<file path="config.mk">
export PLATFORM = sky130hd
export DESIGN_NAME = mem_stage_hs
export DESIGN_NICKNAME = d
export VERILOG_FILES = /design/src/rtl/mem_stage_hs.sv
export SDC_FILE = /design/constraint.sdc
export NUM_CORES = 1
export LEC_CHECK = 0
export BUFFER_PORTS_ARGS = -buffer_cell sky130_fd_sc_hd__buf_2
export CAP_MARGIN = 25
export CORE_MARGIN = 3
export CORE_UTILIZATION = 45
export DETAILED_ROUTE_END_ITERATION = 8
export HOLD_SLACK_MARGIN = 0.1
export PLACE_DENSITY = 0.72
export SLEW_MARGIN = 15
export SYNTH_ARGS = -nofsm -noshare
export SYNTH_HDL_FRONTEND = slang
export SYNTH_SLANG_ARGS = --single-unit
</file>
<file path="constraint.sdc">
create_clock -name clk -period 2.7 [get_ports clk]
set_input_delay 0.135 -clock clk [delete_from_list [all_inputs] [get_ports clk]]
set_output_delay 0.135 -clock clk [all_outputs]
set_load 0.005 [all_outputs]
</file>
<file path="src/rtl/mem_stage_hs.sv">
// Memory-access stage: waits for data_ok, buffers the response while WB stalls, aligns and extends load data.
// Latency: one cycle from accept. Load data may bypass combinationally when data_ok arrives in the first MEM cycle.
// Backpressure: ms_allowin drops while a request is outstanding or WB stalls. Stale responses after a flush are counted and dropped.
module mem_stage_hs #(
    parameter int PASS_W  = 64,
    parameter int MAX_OUT = 2
) (
    input  logic              clk,
    input  logic              reset,
    input  logic              ws_allowin,
    output logic              ms_allowin,
    input  logic              es_to_ms_valid,
    input  logic              es_mem_req,
    input  logic              es_load,
    input  logic [1:0]        es_size,
    input  logic              es_s_ext,
    input  logic              es_left,
    input  logic              es_right,
    input  logic [1:0]        es_addr_low,
    input  logic [31:0]       es_rt_value,
    input  logic [31:0]       es_alu_result,
    input  logic [PASS_W-1:0] es_pass,
    input  logic              es_inflight_flushed,
    input  logic              ms_flush,
    input  logic              data_sram_data_ok,
    input  logic [31:0]       data_sram_rdata,
    output logic              ms_to_ws_valid,
    output logic [31:0]       ms_result,
    output logic [PASS_W-1:0] ms_pass,
    output logic              ms_fwd_valid,
    output logic              ms_fwd_block
);
    localparam int CNT_W = $clog2(MAX_OUT + 1);

    logic              ms_valid;
    logic              ms_wait;
    logic              buf_valid;
    logic [31:0]       buf_data;
    logic [CNT_W-1:0]  discard_cnt;
    logic              load_r, s_ext_r, left_r, right_r;
    logic [1:0]        size_r, addr_r;
    logic [31:0]       rt_r, alu_r;
    logic [PASS_W-1:0] pass_r;

    logic drop, take, ms_ready_go, accept, leave;
    logic [CNT_W:0] cnt_next;
    logic [31:0] d, aligned;
    logic [7:0]  byte_sel;
    logic [15:0] half_sel;

    assign drop           = data_sram_data_ok && (discard_cnt != '0);
    assign take           = data_sram_data_ok && !drop && ms_valid && ms_wait;
    assign ms_ready_go    = !ms_wait || take;
    assign ms_allowin     = !ms_valid || (ms_ready_go && ws_allowin);
    assign ms_to_ws_valid = ms_valid && ms_ready_go && !ms_flush;
    assign leave          = ms_to_ws_valid && ws_allowin;
    assign accept         = es_to_ms_valid && ms_allowin && !ms_flush;
    assign ms_fwd_valid   = ms_valid && ms_ready_go;
    assign ms_fwd_block   = ms_valid && load_r && !ms_ready_go;
    assign ms_pass        = pass_r;

    // A flushed instruction still waiting on the bus leaves one stale response behind.
    assign cnt_next = {1'b0, discard_cnt}
                    + {{CNT_W{1'b0}}, ms_flush && ms_valid && ms_wait && !take}
                    + {{CNT_W{1'b0}}, ms_flush && es_inflight_flushed}
                    - {{CNT_W{1'b0}}, drop};

    always_comb begin
        d        = buf_valid ? buf_data : data_sram_rdata;
        byte_sel = d[7:0];
        case (addr_r)
            2'd1:    byte_sel = d[15:8];
            2'd2:    byte_sel = d[23:16];
            2'd3:    byte_sel = d[31:24];
            default: byte_sel = d[7:0];
        endcase
        half_sel = addr_r[1] ? d[31:16] : d[15:0];
        aligned  = d;
        if (left_r) begin
            case (addr_r)
                2'd0:    aligned = {d[7:0],  rt_r[23:0]};
                2'd1:    aligned = {d[15:0], rt_r[15:0]};
                2'd2:    aligned = {d[23:0], rt_r[7:0]};
                default: aligned = d;
            endcase
        end else if (right_r) begin
            case (addr_r)
                2'd3:    aligned = {rt_r[31:8],  d[31:24]};
                2'd2:    aligned = {rt_r[31:16], d[31:16]};
                2'd1:    aligned = {rt_r[31:24], d[31:8]};
                default: aligned = d;
            endcase
        end else begin
            case (size_r)
                2'd0:    aligned = {{24{s_ext_r & byte_sel[7]}}, byte_sel};
                2'd1:    aligned = {{16{s_ext_r & half_sel[15]}}, half_sel};
                default: aligned = d;
            endcase
        end
        ms_result = load_r ? aligned : alu_r;
    end

    always_ff @(posedge clk) begin
        if (reset) begin
            ms_valid    <= 1'b0;
            ms_wait     <= 1'b0;
            buf_valid   <= 1'b0;
            buf_data    <= '0;
            discard_cnt <= '0;
            load_r      <= 1'b0;
            s_ext_r     <= 1'b0;
            left_r      <= 1'b0;
            right_r     <= 1'b0;
            size_r      <= '0;
            addr_r      <= '0;
            rt_r        <= '0;
            alu_r       <= '0;
            pass_r      <= '0;
        end else begin
            discard_cnt <= cnt_next[CNT_W-1:0];
            if (ms_flush) begin
                ms_valid  <= 1'b0;
                ms_wait   <= 1'b0;
                buf_valid <= 1'b0;
            end else begin
                if (ms_allowin)
                    ms_valid <= es_to_ms_valid;
                if (accept) begin
                    ms_wait   <= es_mem_req;
                    buf_valid <= 1'b0;
                    load_r    <= es_load;
                    s_ext_r   <= es_s_ext;
                    left_r    <= es_left;
                    right_r   <= es_right;
                    size_r    <= es_size;
                    addr_r    <= es_addr_low;
                    rt_r      <= es_rt_value;
                    alu_r     <= es_alu_result;
                    pass_r    <= es_pass;
                end else if (take) begin
                    ms_wait <= 1'b0;
                    if (!leave) begin
                        buf_valid <= 1'b1;
                        buf_data  <= data_sram_rdata;
                    end
                end
            end
        end
    end

`ifndef SYNTHESIS
    always_ff @(posedge clk) begin
        if (!reset) begin
            assert (!(data_sram_data_ok && !drop && ms_valid && buf_valid))
                else $error("data_ok received while response already buffered");
            assert (cnt_next <= (CNT_W+1)'(MAX_OUT))
                else $error("discard_cnt exceeds MAX_OUT");
        end
    end
`endif
endmodule

</file>
==> results.tsv <==
metric	value	unit
status	finished, final reports clean	
dr.pass1.iters	5	
grt_usage	33.6	%
placementRows	50	
skew	0.0226	ns
drt-initial-drc-count	939	
n_antenna_cell	0	
die_w	145	um
path_cells	mux2i_2 > mux4_2 > o41a_1 > nor2b_4 > a31oi_1 > buf_2	
multi_input_area	0.00492	mm^2
numCtsBuffers	17	
ys.flop_type	dfxtp_1	
syn-num-nets	1340	
grt_use_met1	40.0	%
final.min_clock_period	2.68	ns
synth_seq_cells	173	
chipHeight	145	um
die_area	0.0211	mm^2
yosys.area.top_type	dfxtp_1	
antenna_found_initial	0	
nets	1754	
critical_path.endpoint_type	output port	
crit_fanout	8	
syn_inst	1162	
crit_slowest_cell	mux4_2	
cp.arrival	2.54	ns
async_reset_ff_share	0	%
cpPeakStageDelay	0.56	ns
syn-mean-instance-area	7.52	um^2
hold_viol_final	0	
worst-setup-path-type	reg -> out	
p_total	6490	uW
ys_types	49	
netlist_area	0.00874	mm^2
met3_usage	6.94	%
power_leakage	0.00528	uW
maxSlewViolCount	0	
portBuffers	275	
cp.required	2.57	ns
vias	10400	
place_hpwl	24300	um
synthTopCellsByArea	dfxtp_1 (40%), nand2_1 (14%), a21oi_1 (9.6%)	
maxCapViolations	0	
p_per_area	501	mW/mm^2
grt_pass1_vias	10500	
grt_busiest_layer	met2	
slew_headroom	47.3	%
instances_no_fill	1849	
place.gp.congestion	1.06	
wl_per_cell	19.9	um
yosysMostFrequentCell	nand2_1	
grt_first_pass_wirelength	56900	um
wirelength	36800	um
cts.sink_count	173	
overflow	0	
placedCellCount	1642	
clockBufferDepth	2	
max-vdd-ir-drop	0.443	mV
grt_setup_unrepaired	true	
start_util	46.2	%
ant_nets	0	
regArea	0.00347	mm^2
setup_violations	0	
design_area	0.0130	mm^2
period_share	99.1	%
drive_gt1_share	26.1	%
cts_tree	built	
startpoint_type	register	
synth_common_cells	nand2_1 (325), dfxtp_1 (173), a21oi_1 (168)	
nFillCells	1537	
ys_seq_area_share	39.6	%
via_per_inst	5.62	
clock_latency	0.45	ns
ys_warn_count	0	
area_growth	48.4	%
io_pins	276	
clockRootBuffer	clkbuf_16	
drc	0	
fp.coreArea	0.0189	mm^2
met2_usage	57.0	%
h-tree-depth	4	
holdCritPathClass	in -> reg	
fmax	374	MHz
grt_max_degree	121	
worst_pin_slew	0.790	ns
path_clk_slew	0.07	ns
place_area	0.0105	mm^2
synth_edf_count	0	
yosys.area.top_type_share	39.6	%
==> power breakdown <==
group / leakage, uW / total [uW] / switching (uW) / internal (uW)
clock network: 0.000289 / 2480 / 1220 / 1250
logic: 0.00358 / 1270 / 658 / 608
registers: 0.00141 / 2750 / 90.1 / 2660
==> worst max-delay path, delay by kind of cell (launching register included) <==
kind | cells | cell delay (ns)
DFF | 1 | 0.40
muxes | 2 | 0.74
and+or+nand+nor | 1 | 0.18
AOI/OAI and AO/OA | 2 | 0.61
buffers and inverters | 1 | 0.17
==> routing by layer <==
layer	up-vias	wire, um	part of all wire (%)
li1	4845	-	-
met1	4811	13800	38
met2	603	17800	48
met3	130	3130	8.5
met4	0	2120	5.8
met5	-	0	0
==> placed cells by master, fill, tap and decap left out, types with 4 or more instances in the layout <==
cell type      Yosys  final
clkbuf_16          0     17
mux2_2            26     24
nor2_1            93     93
inv_6              0      4
o21a_1             8      8
a221oi_1          23     20
inv_1             13     13
buf_2             12    274
dlygate4sd3_1      0    172
dfxtp_1          173    171
mux2i_1           68     65
o2bb2ai_1          4      4
nand3_1            7      7
a211oi_1          10      9
buf_4              1     37
nand2_1          325    325
a222oi_1           4      4
o221a_2            8      8
o22ai_1           34     33
a21oi_1          168    168
a31oi_1            7      4
nor2b_1            5      5
o211ai_1          10     10
buf_12             0      8
inv_8              0      4
o21ai_0           43     41
==> area by class of cell <==
class,count,area share [%]
timing repair buffer,495,27.8
sequential,173,26.7
inverter,14,0.405
clock buffer,18,3.31
multi-input combinational,875,37.9
tap,260,2.51
clock inverter,14,1.25
==> flip-flops by register name (all words and copies together) (netlist names) <==
name,flops
ms_pass,64
alu_r,32
buf_data,32
rt_r,32
addr_r,2
discard_cnt,2
size_r,2
buf_valid,1
left_r,1
load_r,1
ms_valid,1
ms_wait,1
right_r,1
s_ext_r,1
==> per-stage QoR <==
stage	hold slack (ns)	setup slack, ns	TNS, ns	utilization [%]
after floorplan	0.271	0.469	0	-
after global placement	0.375	0.333	0	55.5
after detailed placement	0.380	0.290	0	55.5
after CTS	0.182	-0.00389	-0.00423	68.2
after global routing	0.279	-0.0677	-0.235	68.6
final	0.215	0.0248	0	68.6
==> kinds of logic after synthesis <==
kind of cell    share of synthesized area, %
simple gates                            20.2
buf+inv                                 5.33
fa+ha+maj                              0.372
mux                                     11.7
xor+xnor                               0.201
flops                                   39.6
compound gates                          22.6
==> path summary, 6_finish.rpt <==
check | startpoint | endpoint | slack, ns | cells after the start
worst max-delay path | buf_valid | ms_result[25] | 0.02 | 6
worst min-delay path | es_inflight_flushed | discard_cnt[0] | 0.22 | 4
worst max register to register | discard_cnt[1] | ms_pass[54] | 0.39 | 6
worst min register to register | ms_pass[8] | ms_pass[8] | 0.45 | 2
==> what timing repair did <==
item | in CTS | in global routing
cloned | 1 | 0
gates resized for setup | 10 | 13
endpoints found under the hold margin | 171 | 0
pin swaps | 1 | 5
setup buffers | 1 | 2
endpoints found under the setup margin | 30 | 30
hold buffers | 172 | 0
Power figures use the tool's default switching activity.
